[src/rtl/fifo_wr_arb.sv]
// ---------------------------------------------------------------------------
// fifo_wr_arb
//   Round-robin arbiter sharing one FIFO write port among N valid/ready
//   producers. One producer is granted per cycle, combinationally from the
//   registered owner/burst state, req_valid and fifo_full. An owner may keep
//   the port for at most MAX_BURST consecutive beats while others wait; after
//   that the search rotates starting at owner+1, with the owner checked last.
//
// Parameters
//   DW         data width (matches the FIFO)
//   N          number of producers, 2..16
//   MAX_BURST  maximum consecutive grants to one owner, >= 1
//
// Ports
//   clk        clock, rising edge
//   rst        synchronous active-high reset
//   req_valid  [N]      producer i has a word
//   req_data   [N*DW]   producer i word at [i*DW +: DW]
//   req_ready  [N]      producer i word accepted this cycle (one-hot or zero)
//   fifo_din   [DW]     FIFO write data, 0 when nothing is granted
//   fifo_we             FIFO write enable
//   fifo_full           FIFO full; blocks every grant in the same cycle
//   grant_id   [clog2N] registered index of the current/last owner
// ---------------------------------------------------------------------------
module fifo_wr_arb #(
    parameter int DW        = 32,
    parameter int N         = 4,
    parameter int MAX_BURST = 4
) (
    input  logic                 clk,
    input  logic                 rst,
    input  logic [N-1:0]         req_valid,
    input  logic [N*DW-1:0]      req_data,
    output logic [N-1:0]         req_ready,
    output logic [DW-1:0]        fifo_din,
    output logic                 fifo_we,
    input  logic                 fifo_full,
    output logic [$clog2(N)-1:0] grant_id
);

    localparam int IW = $clog2(N);
    localparam int CW = $clog2(MAX_BURST + 1);

    typedef enum logic {
        IDLE = 1'b0,
        OWN  = 1'b1
    } state_t;

    state_t          state_q, state_d;
    logic [IW-1:0]   owner_q, owner_d;
    logic [CW-1:0]   burst_q, burst_d;

    logic [DW-1:0]   data_arr [N];
    logic            keep;      // current owner continues its burst
    logic            gnt_vld;
    logic [IW-1:0]   gnt_idx;
    logic [IW-1:0]   cand;
    int              pos;

    always_comb begin
        for (int i = 0; i < N; i++) begin
            data_arr[i] = req_data[i*DW +: DW];
        end
    end

    // Grant decision
    always_comb begin
        keep    = (state_q == OWN) && req_valid[owner_q] &&
                  (burst_q < CW'(MAX_BURST));
        gnt_vld = 1'b0;
        gnt_idx = owner_q;
        cand    = owner_q;
        pos     = 0;
        if (keep) begin
            gnt_vld = 1'b1;
            gnt_idx = owner_q;
        end else begin
            // Walk the rotation backwards so the last hit is the first valid
            // index in the order owner+1, owner+2, ..., owner.
            for (int i = N; i >= 1; i--) begin
                pos = int'(owner_q) + i;
                if (pos >= N) pos = pos - N;
                cand = IW'(pos);
                if (req_valid[cand]) begin
                    gnt_vld = 1'b1;
                    gnt_idx = cand;
                end
            end
        end
        // Full FIFO or reset aborts any grant in the same cycle.
        if (rst || fifo_full) begin
            gnt_vld = 1'b0;
        end
    end

    // Write port and handshake
    always_comb begin
        for (int i = 0; i < N; i++) begin
            req_ready[i] = gnt_vld && (gnt_idx == IW'(i));
        end
        fifo_we  = gnt_vld;
        fifo_din = gnt_vld ? data_arr[gnt_idx] : '0;
    end

    // Next state
    always_comb begin
        state_d = state_q;
        owner_d = owner_q;
        burst_d = burst_q;
        if (!fifo_full) begin
            if (gnt_vld) begin
                state_d = OWN;
                if (keep) begin
                    burst_d = burst_q + CW'(1);
                end else begin
                    // New owner, or lone owner re-won after a full burst.
                    owner_d = gnt_idx;
                    burst_d = CW'(1);
                end
            end else begin
                // Nobody valid: owner is kept so the next search starts after it.
                state_d = IDLE;
            end
        end
    end

    always_ff @(posedge clk) begin
        if (rst) begin
            state_q <= IDLE;
            owner_q <= IW'(N - 1);   // first search after reset starts at 0
            burst_q <= '0;
        end else begin
            state_q <= state_d;
            owner_q <= owner_d;
            burst_q <= burst_d;
        end
    end

    assign grant_id = owner_q;

endmodule

[config.mk]
export PLATFORM = sky130hd
export DESIGN_NAME = fifo_wr_arb
export DESIGN_NICKNAME = d
export VERILOG_FILES = /design/src/rtl/fifo_wr_arb.sv
export SDC_FILE = /design/constraint.sdc
export NUM_CORES = 1
export LEC_CHECK = 0
export BUFFER_PORTS_ARGS = -buffer_cell sky130_fd_sc_hd__buf_2
export CELL_PAD_IN_SITES_DETAIL_PLACEMENT = 0
export CELL_PAD_IN_SITES_GLOBAL_PLACEMENT = 2
export CORE_ASPECT_RATIO = 1.75
export CORE_MARGIN = 8
export CORE_UTILIZATION = 16
export DETAILED_ROUTE_END_ITERATION = 10
export PLACE_DENSITY_LB_ADDON = 0.1
export RECOVER_POWER = 25
export SLEW_MARGIN = 5
export SYNTH_ARGS = -nofsm -noshare
export SYNTH_HDL_FRONTEND = slang
export SYNTH_SLANG_ARGS = --single-unit
[constraint.sdc]
create_clock -name clk -period 5.9 [get_ports clk]
set_input_delay 0.295 -clock clk [delete_from_list [all_inputs] [get_ports clk]]
set_output_delay 0.295 -clock clk [all_outputs]
set_load 0.01 [all_outputs]
Word level (Yosys, flattened, before mapping)
Index checks and enable logic that the tools add are counted.
Widths: inputs -> output; s select.
- register bits: 6
- latch bits: 0
- memory bits (writable): 0
- bits in read-only memories: 0
- memories: 0
- add/subtract/negate cells: 9
- $mul: 0
- div/mod/pow operators: 0
- order comparisons: 11
- equal/unequal tests: 3
- shift operators: 0
- multiplexer cells: 35
- bitwise logic cells: 3
- reduce and logical (&&, ||, !) cells: 10
- operator list (cell ; count):
    $mux 32 ; 3
    $bmux 32 s2 ; 1
    $mux 2 ; 13
    $lt 2x3->1 const B ; 5
    $ge 3x3->1 const B ; 4
    $mux 1 ; 12
    $bmux 1 s2 ; 5
    $sub 2x1->2 const B ; 4
    $add 2x2->3 const B ; 2
    $logic_and 1x1->1 ; 6
    $add 2x3->4 const B ; 1
    $eq 2x2->1 const B ; 2
    $ge 4x3->1 const B ; 1
    $add 2x1->3 const B ; 1
    $add 3x1->3 const B ; 1
    $lt 3x3->1 const B ; 1
    $mux 3 ; 1
    $not 2->3 ; 1
    $reduce_and 3->1 ; 1
    $eq 2x1->1 const B ; 1
    $logic_not 2->1 ; 1
    $not 1->1 ; 2
    $reduce_and 2->1 ; 1
    $logic_or 1x1->1 ; 1

Logic depth before layout (Yosys ltp)
- word-level depth: 17
- depth in mapped cells: 10
- mapped depth without buffers: 6

Worst setup path after synthesis
Ideal clock, no wire load.
- path kind: register to output
- start: reg owner_q[1] (netlist: grant_id[1])
- end: out fifo_din[0]
- arrival time: 2.449 ns
- required time: 5.605 ns
- setup slack: 3.156 ns
- cell stages (with the launch flop): 10
- path buffers: 4
- path through: dfxtp_1 buf_2 mux4_2 and3b_1 buf_6 mux2_1 or3_1 buf_2 buf_6 o22ai_1
- word-level cells in the longest chain between the ends: 16
- elaborated cells on any way between the ends: 48
- those cells by class: add/sub: 8; order compare: 4; mux: 33; bitwise: 1; reduce/logical: 2
- ends and longest elaborated chain (what ; RTL line ; source):
    start, declared ; 50 ; logic [IW-1:0] owner_q, owner_d;
    start signal, assigned ; 130 ; owner_q <= IW'(N - 1);
    start signal, assigned ; 134 ; owner_q <= owner_d;
    $add 2x3->4 ; 81 ; pos = int'(owner_q) + i;
    $ge 4x3->1 / $sub 2x1->2 (equally long branches) ; 82 ; if (pos >= N) pos = pos - N;
    $mux 2 ; 82 ;
    $mux 2 ; 74 ; if (keep) begin
    $bmux 1 s2 ; 84 ; if (req_valid[cand]) begin
    $mux 1 (implied by the code) ; 84 ;
    $mux 2 (4 in series) ; 84 ;
    $mux 2 ; 74 ;
    $not 2->3 (implied by the code) ; 102 ; fifo_din = gnt_vld ? data_arr[gnt_idx] : '0;
    $bmux 32 s2 ; 102 ;
    $mux 32 (implied by the code) (2 in series) ; 102 ;
    $mux 32 * ; 102 ;
    end, declared ; 35 ; output logic [DW-1:0] fifo_din,
Every way passes the cells marked *; elsewhere a longest branch is shown, timed or not. The select of a mux whose other input is x is not followed.

Final worst setup path
- start: reg owner_q[1] (netlist: grant_id[1])
- end: out fifo_din[13]
The elaborated chain is that of the path after synthesis.

==> metrics.csv <==
stage;metric;value;unit
clock_tree;CTS resizes;0;
timing;Final setup viols;0;
setup_path;critical path endpoint category;output port;
clock_tree;clk_lat worst skew;0.23;ns
timing;final max-slew violation count;0;
clock_tree;total CTS buffers;3;
global_routing;vias in the first global route;2051;
pwr;leakage power;1.38;nW
synth;synth unique cells;30;
clock_tree;hold buffer count at CTS;0;
timing;Peak Freq;280;MHz
route;Initial DRC Count;27;
setup_path;slowest stage delay, CP;0.63;ns
synth;Synthesis Warnings;0;
setup_path;Largest delay share family, worst path;simple AND/OR/NAND/NOR gates;
final_layout;Layout Cells excl Fill;451;
synth;Synth top cells by count;64 x mux2i_1, 32 x o22ai_1, 10 x nor2_1, 8 x buf_6, 6 x dfxtp_1;
timing;Fin. Hold Viols;0;
global_routing;remaining global-route overflow;0;
timing;RSZ-0062 raised after global routing;no;
synth;Synth area leaders;mux2i_1 45%, o22ai_1 14%, dfxtp_1 8.4%, buf_6 6.3%, nor2_1 2.6%;
pwr;internal power;0.326;mW
global_routing;total track usage;0.118;
clock_tree;CTS tree;done;
synth;share of the synthesized area in the top cell type;0.450;
route;WL final;7760;um
synth;ys flop type;dfxtp_1;
synth;register area share after synthesis;0.0844;
route;Residual DRC;0;
timing;period utilization;0.606;
timing;hold_ws;0.329;ns
run;max-cap check violation count;0;
pwr;power after layout;0.557;mW
pwr;NetSw;0.231;mW
synth;most numerous cell in the Yosys netlist;mux2i_1;
synth;#FFs+latches synth;6;
die;die width;87.3;um
placement;hpwl dp;6570;um
pwr;Peak VDD IR;253;uV
final_layout;ANT cells;0;
die;Die Y;141;um
status;status;completed;
synth;Synth Instances;171;
placement;routability cong.;0.717;
setup_path;crit start category;flip-flop;
synth;syn_nets;307;
placement;# port buffers;173;
placement;DP Area;0.00234;mm2
synth;synthesized cell area;0.00142;mm2
route;antenna-violating nets left;0;
setup_path;top fanout value on the critical path;18;
global_routing;largest net degree at the start of global routing;43;
global_routing;first-pass GRT wire length;11300;um
timing;Slew HR;0.515;
final_layout;area delta synth->final;69.3;%
final_layout;share of cells above drive strength 1;0.533;
route;Vias;1977;
clock_tree;root buf cell;clkbuf_16;
timing;setup TNS;0;ns
hold_path;worst hold-check path type;input port to flip-flop;
setup_path;critical path type;flip-flop to output port;
synth;ys async rst share;0;
setup_path;Buf+Inv Stages, Crit Path;2;
clock_tree;clk sink count;6;
placement;DP Cell Count;448;
synth;Post-synth EDFFs;0;
setup_path;CP Cell Sequence;mux4_2 -> and3b_1 -> mux2_1 -> or3_1 -> buf_4 -> o22ai_1 -> buf_2;
setup_path;Worst Path Arrival;3.28;ns
clock_tree;Max clock buf depth;2;
route;vias per inst;4.38;
route;first-pass iteration count of the detailed router;3;
die;Placeable Area;0.00867;mm2
pwr;Clock Power Share;0.199;
final_layout;Layout Nets;472;
pwr;combinational share of power;0.710;
route;wire per inst;17.2;um
timing;Tightest Pin Transition;0.727;ns
die;die area;0.0123;mm2
synth;Synth Area per Inst;8.33;um2
die;Row Count;45;
clock_tree;post-CTS setup buffer count;0;
setup_path;CP required;5.61;ns
die;initial core utilization;0.164;
timing;Final min period;3.57;ns
final_layout;Final Cell Area;0.00241;mm2
pwr;Power Density;231;mW/mm2
timing;worst clock skew;0.00154;ns
die;top-level port count;174;
synth;Synth area leader;mux2i_1;
setup_path;slowest stage cell, crit path;or3_1;
clock_tree;clk slew on worst S/H paths;0.03;ns
pwr;switching share of power;0.414;
global_routing;initial antenna violation count;0;
pwr;Sequential Power Share;0.091;
clock_tree;H-tree Lvls;1;
==> state kept, by name, indices dropped and copies added, names as in the netlist <==
signal and cells:
burst_q 3, grant_id 2, state_q 1
==> stage by stage <==
| step | utilization | setup slack (ns) |
|---|---|---|
| finish | 0.278 | 2.33 |
| global route | 0.278 | 2.14 |
| CTS | 0.279 | 2.28 |
| detailed placement | 0.270 | 2.53 |
| global placement | 0.270 | 2.56 |
| floorplan | - | 3.16 |
==> path summary, 6_finish.rpt <==
kind                     from           end  slack [ns]  cells past startpoint
hold reg to reg    burst_q[2]    burst_q[2]        0.45                      2
setup / recovery  grant_id[1]  fifo_din[13]        2.33                      7
setup reg to reg  grant_id[1]   grant_id[0]        3.99                      5
hold / removal            rst    burst_q[1]        0.33                      2
==> power groups by stage <==
stage / sequential (mW) / combinational, mW / clock [mW]
6_report: 0.0507 / 0.396 / 0.111
2_1_floorplan: 0.0470 / 0.306 / 0
3_5_place_dp: 0.0514 / 0.406 / 0
4_1_cts: 0.0508 / 0.406 / 0.113
3_3_place_gp: 0.0514 / 0.406 / 0
5_1_grt: 0.0518 / 0.433 / 0.115
==> cell usage in the layout (no fill, tap or decap), drive strengths merged, types with 2 or more instances in the layout <==
| cell | instances |
|---|---|
| a211oi | 2 |
| a21oi | 4 |
| buf | 171 |
| clkbuf | 9 |
| dfxtp | 6 |
| inv | 4 |
| mux2i | 64 |
| nand2 | 5 |
| nand3 | 3 |
| nand3b | 2 |
| nor2 | 10 |
| nor3 | 2 |
| o21ai | 5 |
| o22ai | 32 |
| xnor2 | 2 |
==> per-layer routing <==
| layer | routed length [um] | GRT usage | part of all wire | vias up |
|---|---|---|---|---|
| li1 | - | - | - | 987 |
| met1 | 2580 | 0.107 | 0.33 | 898 |
| met2 | 4510 | 0.243 | 0.58 | 88 |
| met3 | 612 | 0.0314 | 0.079 | 4 |
| met4 | 48 | 0.0219 | 0.0062 | 0 |
| met5 | 0 | 0 | 0 | - |
==> cell type report <==
cell class,instances,area (um2)
fillers,997,6260
multi-input cells,144,1170
repair buffers,177,888
well taps,117,146
flip-flops and latches,6,120
clock buffers,3,75.1
inverters,4,15.0
==> cell families (layout without fill, tap and decap cells) <==
| kind of cell | count (synthesis) | after routing | share of synthesized area |
|---|---|---|---|
| compound gates | 48 | 48 | 0.226 |
| buf+inv | 21 | 184 | 0.102 |
| xor+xnor | 2 | 2 | 0.0123 |
| mux | 66 | 66 | 0.474 |
| fa+ha+maj | 1 | 1 | 0.00879 |
| simple gates | 27 | 27 | 0.0932 |
| flops | 6 | 6 | 0.0844 |
No activity file was read; power rests on OpenSTA's default activity.
